`src/rtl/fp_pkg.sv`:
```
// Shared FP32 field constants, rounding modes and accumulator states.
// Imported by the accumulator control and its adder.
package fp_pkg;

  localparam int SIGN_BIT = 31;
  localparam int EXP_MSB  = 30;
  localparam int EXP_LSB  = 23;
  localparam int MAN_W    = 23;

  localparam logic [7:0]  EXP_MAX     = 8'hFF;
  localparam logic [31:0] FP_POS_ZERO = 32'h0;

  localparam logic [1:0] RM_RNE = 2'd0;
  localparam logic [1:0] RM_RTZ = 2'd1;
  localparam logic [1:0] RM_RUP = 2'd2;
  localparam logic [1:0] RM_RDN = 2'd3;

  typedef enum logic [1:0] {
    IDLE,
    ACCUM,
    DONE
  } acc_state_t;

endpackage

```
`src/rtl/FpAdder.sv`:
```
// Combinational FP32 adder; no denormal support (zero has a hidden 1),
// overflow saturates to infinity, underflow flushes to zero.
module FpAdder
  import fp_pkg::*;
#(
  parameter int D_LEN = 32
) (
  input  logic [D_LEN-1:0] a,
  input  logic [D_LEN-1:0] b,
  input  logic [1:0]       round_mode,
  output logic [D_LEN-1:0] result
);

  logic              a_big;
  logic [31:0]       big;
  logic [30:0]       sml;
  logic              sign;
  logic              sub;
  logic [7:0]        diff;
  logic [50:0]       sh;
  logic              stk;
  logic [27:0]       m_big;
  logic [27:0]       m_sml;
  logic [27:0]       sum;
  logic [26:0]       norm;
  logic [4:0]        p;
  logic [4:0]        shamt;
  logic signed [9:0] e;
  logic              g;
  logic              r;
  logic              inc;
  logic              carry;
  logic [23:0]       rnd;
  logic [22:0]       frac;

  always_comb begin
    a_big  = a[EXP_MSB:0] >= b[EXP_MSB:0];
    big    = a_big ? a : b;
    sml    = a_big ? b[EXP_MSB:0] : a[EXP_MSB:0];
    sign   = big[SIGN_BIT];
    sub    = a[SIGN_BIT] ^ b[SIGN_BIT];
    diff   = big[EXP_MSB:EXP_LSB] - sml[EXP_MSB:EXP_LSB];
    sh     = {1'b1, sml[MAN_W-1:0], 27'b0} >> diff;
    stk    = (diff > 8'd50) | (|sh[24:0]);
    m_big  = {1'b0, 1'b1, big[MAN_W-1:0], 3'b000};
    m_sml  = {1'b0, sh[50:25], stk};
    sum    = sub ? m_big - m_sml : m_big + m_sml;
    e      = {2'b00, big[EXP_MSB:EXP_LSB]};
    norm   = '0;
    p      = '0;
    shamt  = '0;
    if (sum[27]) begin
      norm = {sum[27:2], |sum[1:0]};
      e    = e + 10'sd1;
    end else begin
      for (int i = 0; i < 27; i++)
        if (sum[i]) p = 5'(i);
      shamt = 5'd26 - p;
      norm  = sum[26:0] << shamt;
      e     = e - $signed({5'b0, shamt});
    end
    g   = norm[2];
    r   = |norm[1:0];
    inc = 1'b0;
    unique case (1'b1)
      round_mode == RM_RNE: inc = g & (r | norm[3]);
      round_mode == RM_RTZ: inc = 1'b0;
      round_mode == RM_RUP: inc = ~sign & (g | r);
      round_mode == RM_RDN: inc = sign & (g | r);
      default:              inc = 1'b0;
    endcase
    {carry, rnd} = {1'b0, norm[26:3]} + 25'(inc);
    frac = carry ? rnd[23:1] : rnd[22:0];
    if (carry) e = e + 10'sd1;
    if (sum == '0 || e < 10'sd1)
      result = '0;
    else if (e > 10'sd254)
      result = {sign, EXP_MAX, 23'b0};
    else
      result = {sign, e[7:0], frac};
  end

endmodule

```
`src/rtl/fp_accumulator.sv`:
```
// Streams FP32 elements into a running left-fold sum and presents
// the finished scalar on a valid/ready output.
module fp_accumulator
  import fp_pkg::*;
#(
  parameter int D_LEN = 32,
  parameter int LEN_W = 16
) (
  input  logic             clk,
  input  logic             rst_n,
  input  logic             start,
  input  logic [LEN_W-1:0] vec_len,
  input  logic [1:0]       round_mode,
  input  logic             in_valid,
  output logic             in_ready,
  input  logic [D_LEN-1:0] in_data,
  output logic             out_valid,
  input  logic             out_ready,
  output logic [D_LEN-1:0] out_data,
  output logic             out_ovf,
  output logic             busy
);

  acc_state_t       state;
  acc_state_t       state_n;
  logic [D_LEN-1:0] acc;
  logic [D_LEN-1:0] sum;
  logic [D_LEN-1:0] acc_n;
  logic [LEN_W-1:0] remaining;
  logic             first;
  logic             ovf;
  logic [1:0]       rm_q;
  logic             beat;

  FpAdder #(.D_LEN(D_LEN)) u_add (
    .a          (acc),
    .b          (in_data),
    .round_mode (rm_q),
    .result     (sum)
  );

  assign beat  = in_valid & in_ready;
  // zero would be read by the adder as 1.0 * 2^-127, so seed directly
  assign acc_n = first ? in_data : sum;

  always_ff @(posedge clk) begin
    if (!rst_n) state <= IDLE;
    else        state <= state_n;
  end

  always_comb begin
    state_n   = state;
    in_ready  = 1'b0;
    out_valid = 1'b0;
    busy      = 1'b1;
    unique case (state)
      IDLE: begin
        busy = 1'b0;
        if (start)
          state_n = (vec_len == '0) ? DONE : ACCUM;
      end
      ACCUM: begin
        in_ready = 1'b1;
        if (beat && remaining == LEN_W'(1))
          state_n = DONE;
      end
      DONE: begin
        out_valid = 1'b1;
        if (out_ready) state_n = IDLE;
      end
      default: state_n = IDLE;
    endcase
  end

  always_ff @(posedge clk) begin
    if (!rst_n) begin
      acc       <= FP_POS_ZERO;
      remaining <= '0;
      first     <= 1'b0;
      ovf       <= 1'b0;
      rm_q      <= RM_RNE;
    end else if (state == IDLE && start) begin
      acc       <= FP_POS_ZERO;
      remaining <= vec_len;
      first     <= 1'b1;
      ovf       <= 1'b0;
      rm_q      <= round_mode;
    end else if (beat) begin
      acc       <= acc_n;
      remaining <= remaining - LEN_W'(1);
      first     <= 1'b0;
      if (acc_n[EXP_MSB:EXP_LSB] == EXP_MAX)
        ovf <= 1'b1;
    end
  end

  assign out_data = out_valid ? acc : FP_POS_ZERO;
  assign out_ovf  = out_valid & ovf;

endmodule

```
`config.mk`:
```
export PLATFORM = sky130hd
export DESIGN_NAME = fp_accumulator
export DESIGN_NICKNAME = d
export VERILOG_FILES = /design/src/rtl/fp_pkg.sv /design/src/rtl/FpAdder.sv /design/src/rtl/fp_accumulator.sv
export SDC_FILE = /design/constraint.sdc
export NUM_CORES = 1
export LEC_CHECK = 0
export CAP_MARGIN = 15
export CORE_ASPECT_RATIO = 1.2
export CORE_MARGIN = 1
export CORE_UTILIZATION = 50
export DETAILED_ROUTE_END_ITERATION = 8
export PLACE_DENSITY = 0.74
export REMOVE_ABC_BUFFERS = 1
export SYNTH_ARGS = -nofsm -noshare
export SYNTH_HDL_FRONTEND = slang
export SYNTH_SLANG_ARGS = --single-unit
```
`constraint.sdc`:
```
create_clock -name clk -period 17.9 [get_ports clk]
set_input_delay 1.79 -clock clk [delete_from_list [all_inputs] [get_ports clk]]
set_output_delay 1.79 -clock clk [all_outputs]
set_load 0.05 [all_outputs]
```
==> summary.txt <==
Status
  • Status: finished with violations
  • Failing checks: DRC

Yosys
  • Register area share after synthesis: 6.90%
  • Distinct cells, synth: 123
  • Simple-gate share of the synthesized area: just under 30%
  • Avg Cell Area, Syn: 6.64 um^2
  • Synthesized area: 15700 um^2
  • Synth async-reset ratio: 0%
  • FF+latch count, synth: 54
  • Cell count after synthesis: ~2400
  • Syn. warnings: 0
  • Post-Synth XOR/XNOR Area: between 4 and 5%
  • Adder-cell share of the synthesized area: 7.60%
  • Number of flops mapped to enable cells by yosys: 0
  • Prevailing post-synth register cell: dfxtp_1
  • Mux share of post-synthesis cell area: 6.61%
  • Compound-gate portion of the synthesized area: between 30% and 40%
  • Largest family of logic cells by synthesized area: compound AO/OA/AOI/OAI gates

Floorplanning
  • I/O pin count: 91
  • Core Area: 30700 um^2
  • Initial core utilization: between 50% and 60%
  • Die width: 164 um
  • # rows: 70
  • Die Span Y: 196 um
  • Die area: ~32000 um^2

Final layout
  • Nets: 2509
  • P&R area growth vs syn: 8.93%
  • Fill cells: around 3000
  • Most frequent cells in the layout: nand2_1, nor2_1, a21oi_1
  • Utilization after layout: 55.7%
  • Leading cell type in the layout, fill and taps excluded: nand2_1
  • Layout cell share with drive strength beyond 1: under 10%
  • Ant. Diodes: 0

Worst setup path
  • Startpoint types: primary input
  • Most used cell, CP: a21oi_1
  • CP Class: primary input to flop
  • Critical path endpoint category: flop
  • Arr. time, crit path: 17.21 ns
  • Worst reg2reg setup slack: around 2.7 ns
  • Slowest stage delay, CP: 0.91 ns
  • Worst Path Max Fanout: 25
  • Worst Path Required: 18.11 ns
  • Slowest-stage cell, CP: a21oi_1

Power and ir drop
  • Leakage power: approximately 6.7 nW
  • PwrDens: 89.9 nW/um^2
  • Pwr Total: 0.00153 W
  • VDD IR max: 83.8 uV

Clock network
  • TritonCTS clock tree: yes
  • H-tree Lvls: 2
  • CTS root buffer: clkbuf_16
  • Setup Buffers After CTS: 0
  • Num CTS Buffers: 5
  • Clk pin slew, worst setup/hold paths: roughly 0.080 ns
  • Clock net sink count: 54
  • CTS max path bufs: 2
  • Worst-Skew Late Latency: 0.30 ns

Drt
  • # DRC: 2
  • DR pass1 iterations: 9
  • Avg WL per Cell: 26.5 um
  • Post-route ant nets: 0
  • Final WL: 73200 um
  • DR vias/cell: between 7 and 8
  • DR vias: 20200
  • DR iter-0 viols: 2791

STA
  • Clock skew: between 0.008 and 0.009 ns
  • Final WS setup: roughly 0.90 ns
  • Actual slew at the worst max-slew pin: 1.18 ns
  • RSZ-0062 raised after global routing: false
  • Fin crit share: between 90 and 100%
  • Max Clock Freq: approximately 59 MHz
  • Slew Limit Fails: 0
  • Min Clock Period, post-route: 17.00 ns
  • Hold WS: 0.464 ns
  • Final setup violating endpoints: 0
  • Final hold vios: 0
  • Max_slew headroom: about a fifth

Min path
  • Worst hold path type: flop to flop

Place
  • Place WS: 0.927 ns
  • Routability congestion estimate: 1.06
  • Post-DP HPWL: 56900 um
  • IO Port Bufs: 90

Global routing
  • Initial antenna violation count: 0
  • First-pass GRT wire length: 111000 um
  • Largest net degree at the start of global routing: 93
  • GRT Util Overall: 44.5%
  • Grt ovf: 0
  • Vias in the first global route: 18900

Flow run
  • Max-Cap Viols: 0
-- metrics by stage --
stage / std cells / area (um^2) / setup TNS, ns
2_1_floorplan: 2199 / 14900 / -38.04
3_3_place_gp: 2748 / 16900 / 0
3_5_place_dp: 2748 / 16900 / 0
4_1_cts: 2756 / 17000 / 0
5_1_grt: 2757 / 17100 / 0
6_report: 2757 / 17100 / 0
-- cells in the mapped netlist, types with 25 or more instances --
library cell	instances	area, um^2
nand2_1	246	923
mux2i_1	63	631
nand4_1	33	206
nor4_1	28	175
nand2b_1	30	188
a21o_1	34	255
clkbuf_1	98	368
nor2b_1	30	188
buf_2	31	155
a31oi_1	39	244
dfxtp_1	54	1080
xnor2_1	43	377
a211oi_1	62	465
nand3_1	74	370
inv_1	104	390
a21oi_1	174	871
o21ai_0	159	796
xor2_1	25	219
and3_1	25	156
nor3_1	78	390
ha_1	92	1150
a221oi_1	38	333
and2_1	63	394
o211ai_1	38	285
nor2_1	242	908
-- metal layers --
metal	up-vias	wire [um]	global-route usage [%]
li1	8932	-	-
met1	9437	27100	54.1
met2	1475	32700	71.3
met3	368	8220	9.34
met4	0	5160	26.9
met5	-	0	0
-- final timing paths --
kind | cells after the start | end | startpoint
worst min-delay path | 2 | remaining[14]$_SDFFE_PN0P_ | remaining[14]$_SDFFE_PN0P_
worst max register to register | 50 | acc[0]$_SDFFE_PP0P_ | acc[26]$_SDFFE_PP0P_
worst min register to register | 2 | remaining[14]$_SDFFE_PN0P_ | remaining[14]$_SDFFE_PN0P_
worst max-delay path | 52 | acc[0]$_SDFFE_PP0P_ | in_data[28]
-- report_power, final --
part	switching, W	total [W]	internal (W)
clock	0.0000489	0.000116	0.0000671
combinational	0.000853	0.00127	0.000421
sequential	0.0000147	0.000144	0.000129
total	0.000917	0.00153	0.000617
-- worst max-delay path: cells and delay by family --
kind / cells / cell delay (ns)
buffers and inverters: 7 / 1.98
multiplexers: 1 / 0.14
AND/OR/NAND/NOR: 15 / 4.06
adder cells (fa/ha/maj): 3 / 1.07
AO/OA/AOI/OAI: 26 / 8.12
-- cell families after synthesis --
family          Yosys count
mux                      86
xor+xnor                 70
simple gates            945
fa+ha+maj                94
buf+inv                 272
compound gates          838
flops                    54
-- state kept, by name, summed over array words and instances (netlist names) --
register / count
first: 1
ovf: 1
acc: 32
remaining: 16
rm_q: 2
state: 2
-- layout make-up --
| type | instances | area [um^2] | share of cell area, % |
|---|---|---|---|
| clock inverters | 3 | 48.8 | 0.286 |
| clock buffers | 5 | 125 | 0.733 |
| flip-flops and latches | 54 | 1080 | 6.33 |
| repair buffers | 154 | 1390 | 8.14 |
| multi-input cells | 2033 | 13500 | 79.1 |
| well taps | 396 | 495 | 2.90 |
| inverters | 112 | 425 | 2.49 |
-- timing repair --
action	4_1_cts	5_1_grt
endpoints found under the setup margin	0	1
endpoints found under the hold margin	0	0
resized for setup	0	3
hold buffers	0	0
Power figures use the tool's default switching activity.
